$ cat src/rtl/lstm_pkg.sv
// lstm_pkg: shared widths, timeout default and controller state encoding
package lstm_pkg;
  localparam int DATA_W = 10;
  localparam int TIMEOUT = 4095;
  typedef enum logic [2:0] {IDLE, FETCH, ISSUE, WAIT, EMIT, FIN, ERR} state_t;
endpackage

$ cat src/rtl/lstm_watchdog.sv
// lstm_watchdog: counts enabled cycles, flags the LIMIT-th one without clearing
module lstm_watchdog #(
  parameter int LIMIT = 4095
) (
  input  logic clk,
  input  logic reset,
  input  logic clr,
  input  logic en,
  output logic expired
);
  localparam int W = $clog2(LIMIT + 1);
  logic [W-1:0] cnt;
  always_ff @(posedge clk or negedge reset)
    if (!reset) cnt <= '0;
    else if (clr) cnt <= '0;
    else if (en && !expired) cnt <= cnt + W'(1);
  assign expired = en && (cnt == W'(LIMIT - 1));
endmodule

$ cat src/rtl/lstm_seq_ctrl.sv
// lstm_seq_ctrl: sequences timesteps through an external LSTM unit,
// carrying hidden/cell state from one step to the next
module lstm_seq_ctrl #(
  parameter int DATA_W = lstm_pkg::DATA_W,
  parameter int LEN_W = 9,
  parameter int TIMEOUT = lstm_pkg::TIMEOUT
) (
  input  logic              clk,
  input  logic              reset,
  input  logic              start,
  input  logic [LEN_W-1:0]  seq_len,
  input  logic              x_valid,
  output logic              x_ready,
  input  logic [DATA_W-1:0] x_data,
  output logic              unit_load,
  output logic [DATA_W-1:0] unit_x,
  output logic [DATA_W-1:0] unit_a_prev,
  output logic [DATA_W-1:0] unit_c_prev,
  input  logic              unit_done,
  input  logic [DATA_W-1:0] unit_a_next,
  input  logic [DATA_W-1:0] unit_c_next,
  output logic              out_valid,
  input  logic              out_ready,
  output logic [DATA_W-1:0] out_a,
  output logic [DATA_W-1:0] out_c,
  output logic              out_last,
  output logic              busy,
  output logic              seq_done,
  output logic              err,
  output logic [LEN_W-1:0]  step
);
  import lstm_pkg::*;
  state_t state, nxt;
  logic [LEN_W-1:0] len;
  logic [DATA_W-1:0] a_reg, c_reg;
  logic expired;
  lstm_watchdog #(.LIMIT(TIMEOUT)) u_wd (
    .clk(clk), .reset(reset), .clr(state == ISSUE), .en(state == WAIT), .expired(expired)
  );
  assign x_ready = state == FETCH;
  assign unit_load = state == ISSUE;
  assign out_valid = state == EMIT;
  assign out_last = (state == EMIT) && (step == len - LEN_W'(1));
  assign busy = state != IDLE;
  assign seq_done = state == FIN;
  assign unit_a_prev = a_reg;
  assign unit_c_prev = c_reg;
  always_comb begin
    nxt = state;
    case (state)
      IDLE:    if (start) nxt = (seq_len == '0) ? FIN : FETCH;
      FETCH:   if (x_valid) nxt = ISSUE;
      ISSUE:   nxt = WAIT;
      WAIT:    nxt = unit_done ? EMIT : expired ? ERR : WAIT;
      EMIT:    if (out_ready) nxt = out_last ? FIN : FETCH;
      FIN:     nxt = IDLE;
      default: nxt = state;
    endcase
  end
  always_ff @(posedge clk or negedge reset)
    if (!reset) state <= IDLE;
    else state <= nxt;
  always_ff @(posedge clk or negedge reset)
    if (!reset) begin
      len <= '0;
      step <= '0;
      a_reg <= '0;
      c_reg <= '0;
      unit_x <= '0;
      out_a <= '0;
      out_c <= '0;
      err <= 1'b0;
    end else begin
      if (state == IDLE && start) begin
        len <= seq_len;
        step <= '0;
        a_reg <= '0;
        c_reg <= '0;
      end
      if (state == FETCH && x_valid) unit_x <= x_data;
      if (state == WAIT && unit_done) begin
        a_reg <= unit_a_next;
        c_reg <= unit_c_next;
        out_a <= unit_a_next;
        out_c <= unit_c_next;
      end
      if (state == WAIT && !unit_done && expired) err <= 1'b1;
      if (state == EMIT && out_ready && !out_last) step <= step + LEN_W'(1);
    end
endmodule

$ cat config.mk
export PLATFORM = sky130hd
export DESIGN_NAME = lstm_seq_ctrl
export DESIGN_NICKNAME = d
export VERILOG_FILES = /design/src/rtl/lstm_pkg.sv /design/src/rtl/lstm_watchdog.sv /design/src/rtl/lstm_seq_ctrl.sv
export SDC_FILE = /design/constraint.sdc
export NUM_CORES = 1
export LEC_CHECK = 0
export CAP_MARGIN = 10
export CORE_MARGIN = 2
export CORE_UTILIZATION = 35
export CTS_CLUSTER_DIAMETER = 150
export DETAILED_ROUTE_END_ITERATION = 7
export PLACE_DENSITY = 0.68
export SLEW_MARGIN = 20
export SYNTH_ARGS = -nofsm -noshare
export SYNTH_HDL_FRONTEND = slang
export SYNTH_SLANG_ARGS = --single-unit
$ cat constraint.sdc
create_clock -name clk -period 3.3 [get_ports clk]
set_input_delay 0.99 -clock clk [delete_from_list [all_inputs] [get_ports clk]]
set_output_delay 0.99 -clock clk [all_outputs]
set_load 0.1 [all_outputs]
Word level (Yosys, flattened, before mapping):

Index checks and enable logic that the tools add are counted.
Widths: inputs -> output; s select.

* output and inout bits: 66
* register bits after elaboration: 84
* word-level logic and storage cells: 59
* input port bits: 45

* equal/unequal tests: 10
* reductions and logical operators: 21
* mux-type cells: 15
* add/subtract/negate cells: 3

Operators with widths (number)
* $mux 10: 3
* $mux 12: 2
* $mux 3: 7
* $mux 9: 2
* $pmux 3 s6: 1
* $add 12x1->12 const B: 1
* $eq 12x12->1 const B: 1
* $logic_and 1x1->1: 10
* $add 9x1->9 const B: 1
* $eq 9x9->1: 1
* $logic_not 9->1: 1
* $sub 9x1->9 const B: 1
* $eq 3x2->1 const B: 2
* $eq 3x3->1 const B: 2
* $reduce_bool 2->1: 3
* $reduce_bool 6->1: 1
* $ne 2x2->1 const B: 2
* $reduce_and 4->1: 1
* $eq 3x1->1 const B: 1
* $logic_not 1->1: 3
* $logic_not 3->1: 1
* $reduce_bool 3->1: 1
* $ne 2x1->1 const B: 1

Depth between registers and ports, before layout:

* depth in word-level cells: 6
* mapped depth: 11
* depth with buffers taken out: 9

Cells and area by module:

Synthesis repeated with hierarchy kept, for this count alone.

* cells, all modules: 320
* area, all modules: 3946.3 sq um

Modules (own cells, without submodules)
* lstm_seq_ctrl: seq. area each 1801.7 sq um, instances 1, area each 3289.4 sq um, cells each 257
* lstm_watchdog: seq. area each 300.3 sq um, instances 1, area each 656.9 sq um, cells each 63

Worst setup path after synthesis:

No wires, ideal clock.

* path kind: flip-flop to output port
* start point: reg step[6]
* end point: out out_last
* path slack: -0.980 ns
* path buffers: 1
* data arrival time: 3.290 ns
* stages on the path, launching flop included: 6
* required time: 2.310 ns
* path through: dfrtp_1 > buf_2 > xor2_1 > a2111oi_0 > o31ai_1 > nor2_1

* cells in the longest elaborated chain, start to end: 2

RTL lines
* start: declaration: line lstm_seq_ctrl.sv:30 `output logic [LEN_W-1:0] step`
* start signal: assignment: line lstm_seq_ctrl.sv:88 `if (state == EMIT && out_ready && !out_last) step <= step + LEN_W'(1);`
* $eq 9x9->1: line lstm_seq_ctrl.sv:43 `assign out_last = (state == EMIT) && (step == len - LEN_W'(1));`
* $logic_and 1x1->1: line lstm_seq_ctrl.sv:43
* end: declaration: line lstm_seq_ctrl.sv:26 `output logic out_last,`

Every way passes these cells.

Worst setup path after layout:

* start point: reg len[2]
* end point: out out_last

* cells in the longest elaborated chain, start to end: 3

RTL lines
* start: declaration: line lstm_seq_ctrl.sv:34 `logic [LEN_W-1:0] len;`
* start signal: assignment: line lstm_seq_ctrl.sv:75 `len <= seq_len;`
* $sub 9x1->9: line lstm_seq_ctrl.sv:43
* $eq 9x9->1: line lstm_seq_ctrl.sv:43
* $logic_and 1x1->1: line lstm_seq_ctrl.sv:43

Every way passes these cells.

==> results.json <==
{
  "fin_cells": 602,
  "synth-main-ff-cell": "dfrtp_1",
  "cts.sinks": 84,
  "core-area_um2": 11300,
  "viasPerCell": 5.24,
  "synth_edf_count": 0,
  "drt_first_pass_iters": 4,
  "rows": 39,
  "portBuffers": 110,
  "timing.rr.start": "len[0]$_DFFE_PN0P_",
  "cp.required_ns": 2.31,
  "period_share_pct": 97.5,
  "syn-cell-area_um2": 4020,
  "report.final.slew_viol_count": 0,
  "fin_crit_ns": 3.22,
  "design_area_um2": 5450,
  "io_pins": 111,
  "postSynthAreaPerCell_um2": 11.6,
  "clk_latency_ns": 0.33,
  "grt_pass1_vias": 3131,
  "ys_ff_latch": 84,
  "initialDrtViolationCount": 159,
  "finalSetupTns_ns": 0,
  "synthDistinctLibCells": 58,
  "multi_input_area_um2": 1810,
  "dp_hpwl_um": 6850,
  "die_x_um": 111,
  "grt_max_degree": 44,
  "max_freq_mhz": 311,
  "n_fill_cell": 1019,
  "dp.cells": 586,
  "yosysSeqAreaShare_pct": 52.3,
  "htree_levels": 3,
  "cp_top_family": "compound AO/OA/AOI/OAI gates",
  "dieArea_um2": 12400,
  "critPathCapture": "out_last",
  "worstMarginPinSlew_ns": 1.07,
  "startpoint_type": "flip-flop",
  "synth_nets": 398,
  "reg2reg_slack_ns": 0.77,
  "skew_ns": 0.00885,
  "cts_tree": "built",
  "hold_buffers": 0,
  "cap_viol_max_count": 0,
  "finalHoldViolations": 0,
  "wirelength_um": 9520,
  "ys_async_sr_fraction_pct": 100,
  "antenna_found_initial": 0,
  "worstPathMaxFanout": 8,
  "worstRegToRegCells": 9,
  "finalSetupViolCount": 0,
  "drive_gt1_share_pct": 33.3,
  "crit_slowest_cell": "dfrtp_1",
  "path_depth": 6,
  "grt_setup_unrepaired": "false",
  "post_cts_buffers": 0,
  "seqCellArea_um2": 2110,
  "numCtsBuffers": 9,
  "layout.nets": 504,
  "drc_errors": 0,
  "clock-root-buffer": "clkbuf_16",
  "initial_core_util_pct": 35.5,
  "max_stage_delay_ns": 0.46,
  "crit_path_cell_trace": "or3_4 > o31ai_4 > a21oi_2 > o31ai_1 > nor2_4 > buf_12",
  "arrival_ns": 2.23,
  "grt_first_pass_wirelength_um": 15800,
  "n_antenna_cell": 0,
  "endpoint_kind": "primary output",
  "crit_type": "reg2out",
  "hold_path.class": "reg2reg",
  "placedInstanceArea_um2": 5140,
  "cp-startpoint": "len[2]$_DFFE_PN0P_",
  "area_growth_syn_to_layout_pct": 35.5,
  "ys_warn_count": 0,
  "fp.dieH_um": 111,
  "syn_inst": 348,
  "vias": 3153,
  "ant_nets": 0,
  "gp_congestion": 0.929,
  "rr_endpoint": "step[5]$_DFFE_PN0P_",
  "clk_path_buf_depth": 2,
  "status": "complete, no violations",
  "relSlewSlack_pct": 28.7,
  "overflow": 0,
  "drt-wirelength-per-cell_um": 15.8,
  "critical_path_buf_inv_count": 1,
  "clk_pin_slew_ns": 0.06,
  "gr-usage-all-layers_pct": 15.5
}
[Yosys cell counts (5+ instances only)]
cell type	number	area, um^2
o21ai_0	15	75.1
dfrtp_1	84	2100
nand4_1	6	37.5
inv_1	10	37.5
nand2_1	16	60.1
clkbuf_1	13	48.8
nor2_1	21	78.8
xor2_1	11	96.3
xnor2_1	10	87.6
mux2_2	39	439
ha_1	5	62.6
a22o_1	20	175
nor3_1	9	45.0
nor4_1	5	31.3
nand3_1	11	55.1
a21oi_1	5	25.0
[metrics by stage]
step                utilization [%]  hold WS, ns  worst slack, ns
floorplan                         -        0.500          0.00741
detailed placement             45.4        0.485            0.232
global placement               45.4        0.485            0.310
global route                   48.1        0.527          0.00176
CTS                            47.9        0.506           0.0661
finish                         48.1        0.504           0.0840
[per-layer routing]
layer  track usage [%]  wire [um]  up-vias
met4              4.77         78        0
li1                  -          -     1478
met1              20.5       4170     1568
met5                 0          0        -
met3              4.43        634        4
met2              24.9       4640      103
[cell type report]
type | instances | area share, %
well taps | 143 | 3.29
clock buffers | 10 | 4.20
flip-flops and latches | 84 | 38.7
repair buffers | 116 | 18.9
multi-input cells | 233 | 33.3
clock inverters | 6 | 0.896
inverters | 10 | 0.758
[logic make-up after synthesis]
group / after synthesis / synth area share, %
multiplexers: 39 / 10.9
AO/OA/AOI/OAI: 70 / 13.8
XOR/XNOR: 21 / 4.58
adder cells (fa/ha/maj): 5 / 1.56
buffers and inverters: 31 / 3.70
flip-flops: 84 / 52.3
AND/OR/NAND/NOR: 98 / 13.1
[worst min-delay path by stage]
stage                                          start                         end  cells past startpoint
final                     unit_a_prev[4]$_DFFE_PN0P_  unit_a_prev[4]$_DFFE_PN0P_                      1
after detailed placement  unit_c_prev[0]$_DFFE_PN0P_  unit_c_prev[0]$_DFFE_PN0P_                      1
after CTS                 unit_c_prev[0]$_DFFE_PN0P_  unit_c_prev[0]$_DFFE_PN0P_                      1
after global routing            out_a[8]$_DFFE_PN0P_        out_a[8]$_DFFE_PN0P_                      1
after floorplan                   len[8]$_DFFE_PN0P_          len[8]$_DFFE_PN0P_                      1
after global placement    unit_a_prev[0]$_DFFE_PN0P_  unit_a_prev[0]$_DFFE_PN0P_                      1
[registers in the layout, indices dropped and copies added (netlist names)]
register and count:
err 1, len 9, out_a 10, out_c 10, state 3, step 9
u_wd.cnt 12, unit_a_prev 10, unit_c_prev 10, unit_x 10
[placed cells by master (no fill, tap or decap), drive strengths merged, types with 4 or more instances in the layout]
master         count
xor2              11
clkdlybuf4s50     43
a21oi              6
nor3               9
a211oi             4
dfrtp             84
o31ai              4
inv               11
nand3             11
buf               73
o21ai             15
a22o              20
nor4               5
mux2              39
or3                5
xnor2             10
clkbuf            10
nand4              6
nand2             16
nor2              21
ha                 5
[what timing repair did]
action,4_1_cts,5_1_grt
gates cloned,0,0
endpoints found under the setup margin,1,1
gates resized for setup,2,4
hold endpoints to repair,0,0
Power is left out: the tool's default activity adds up to more than one toggle a clock period on the data nets, which glitch-free logic cannot reach.
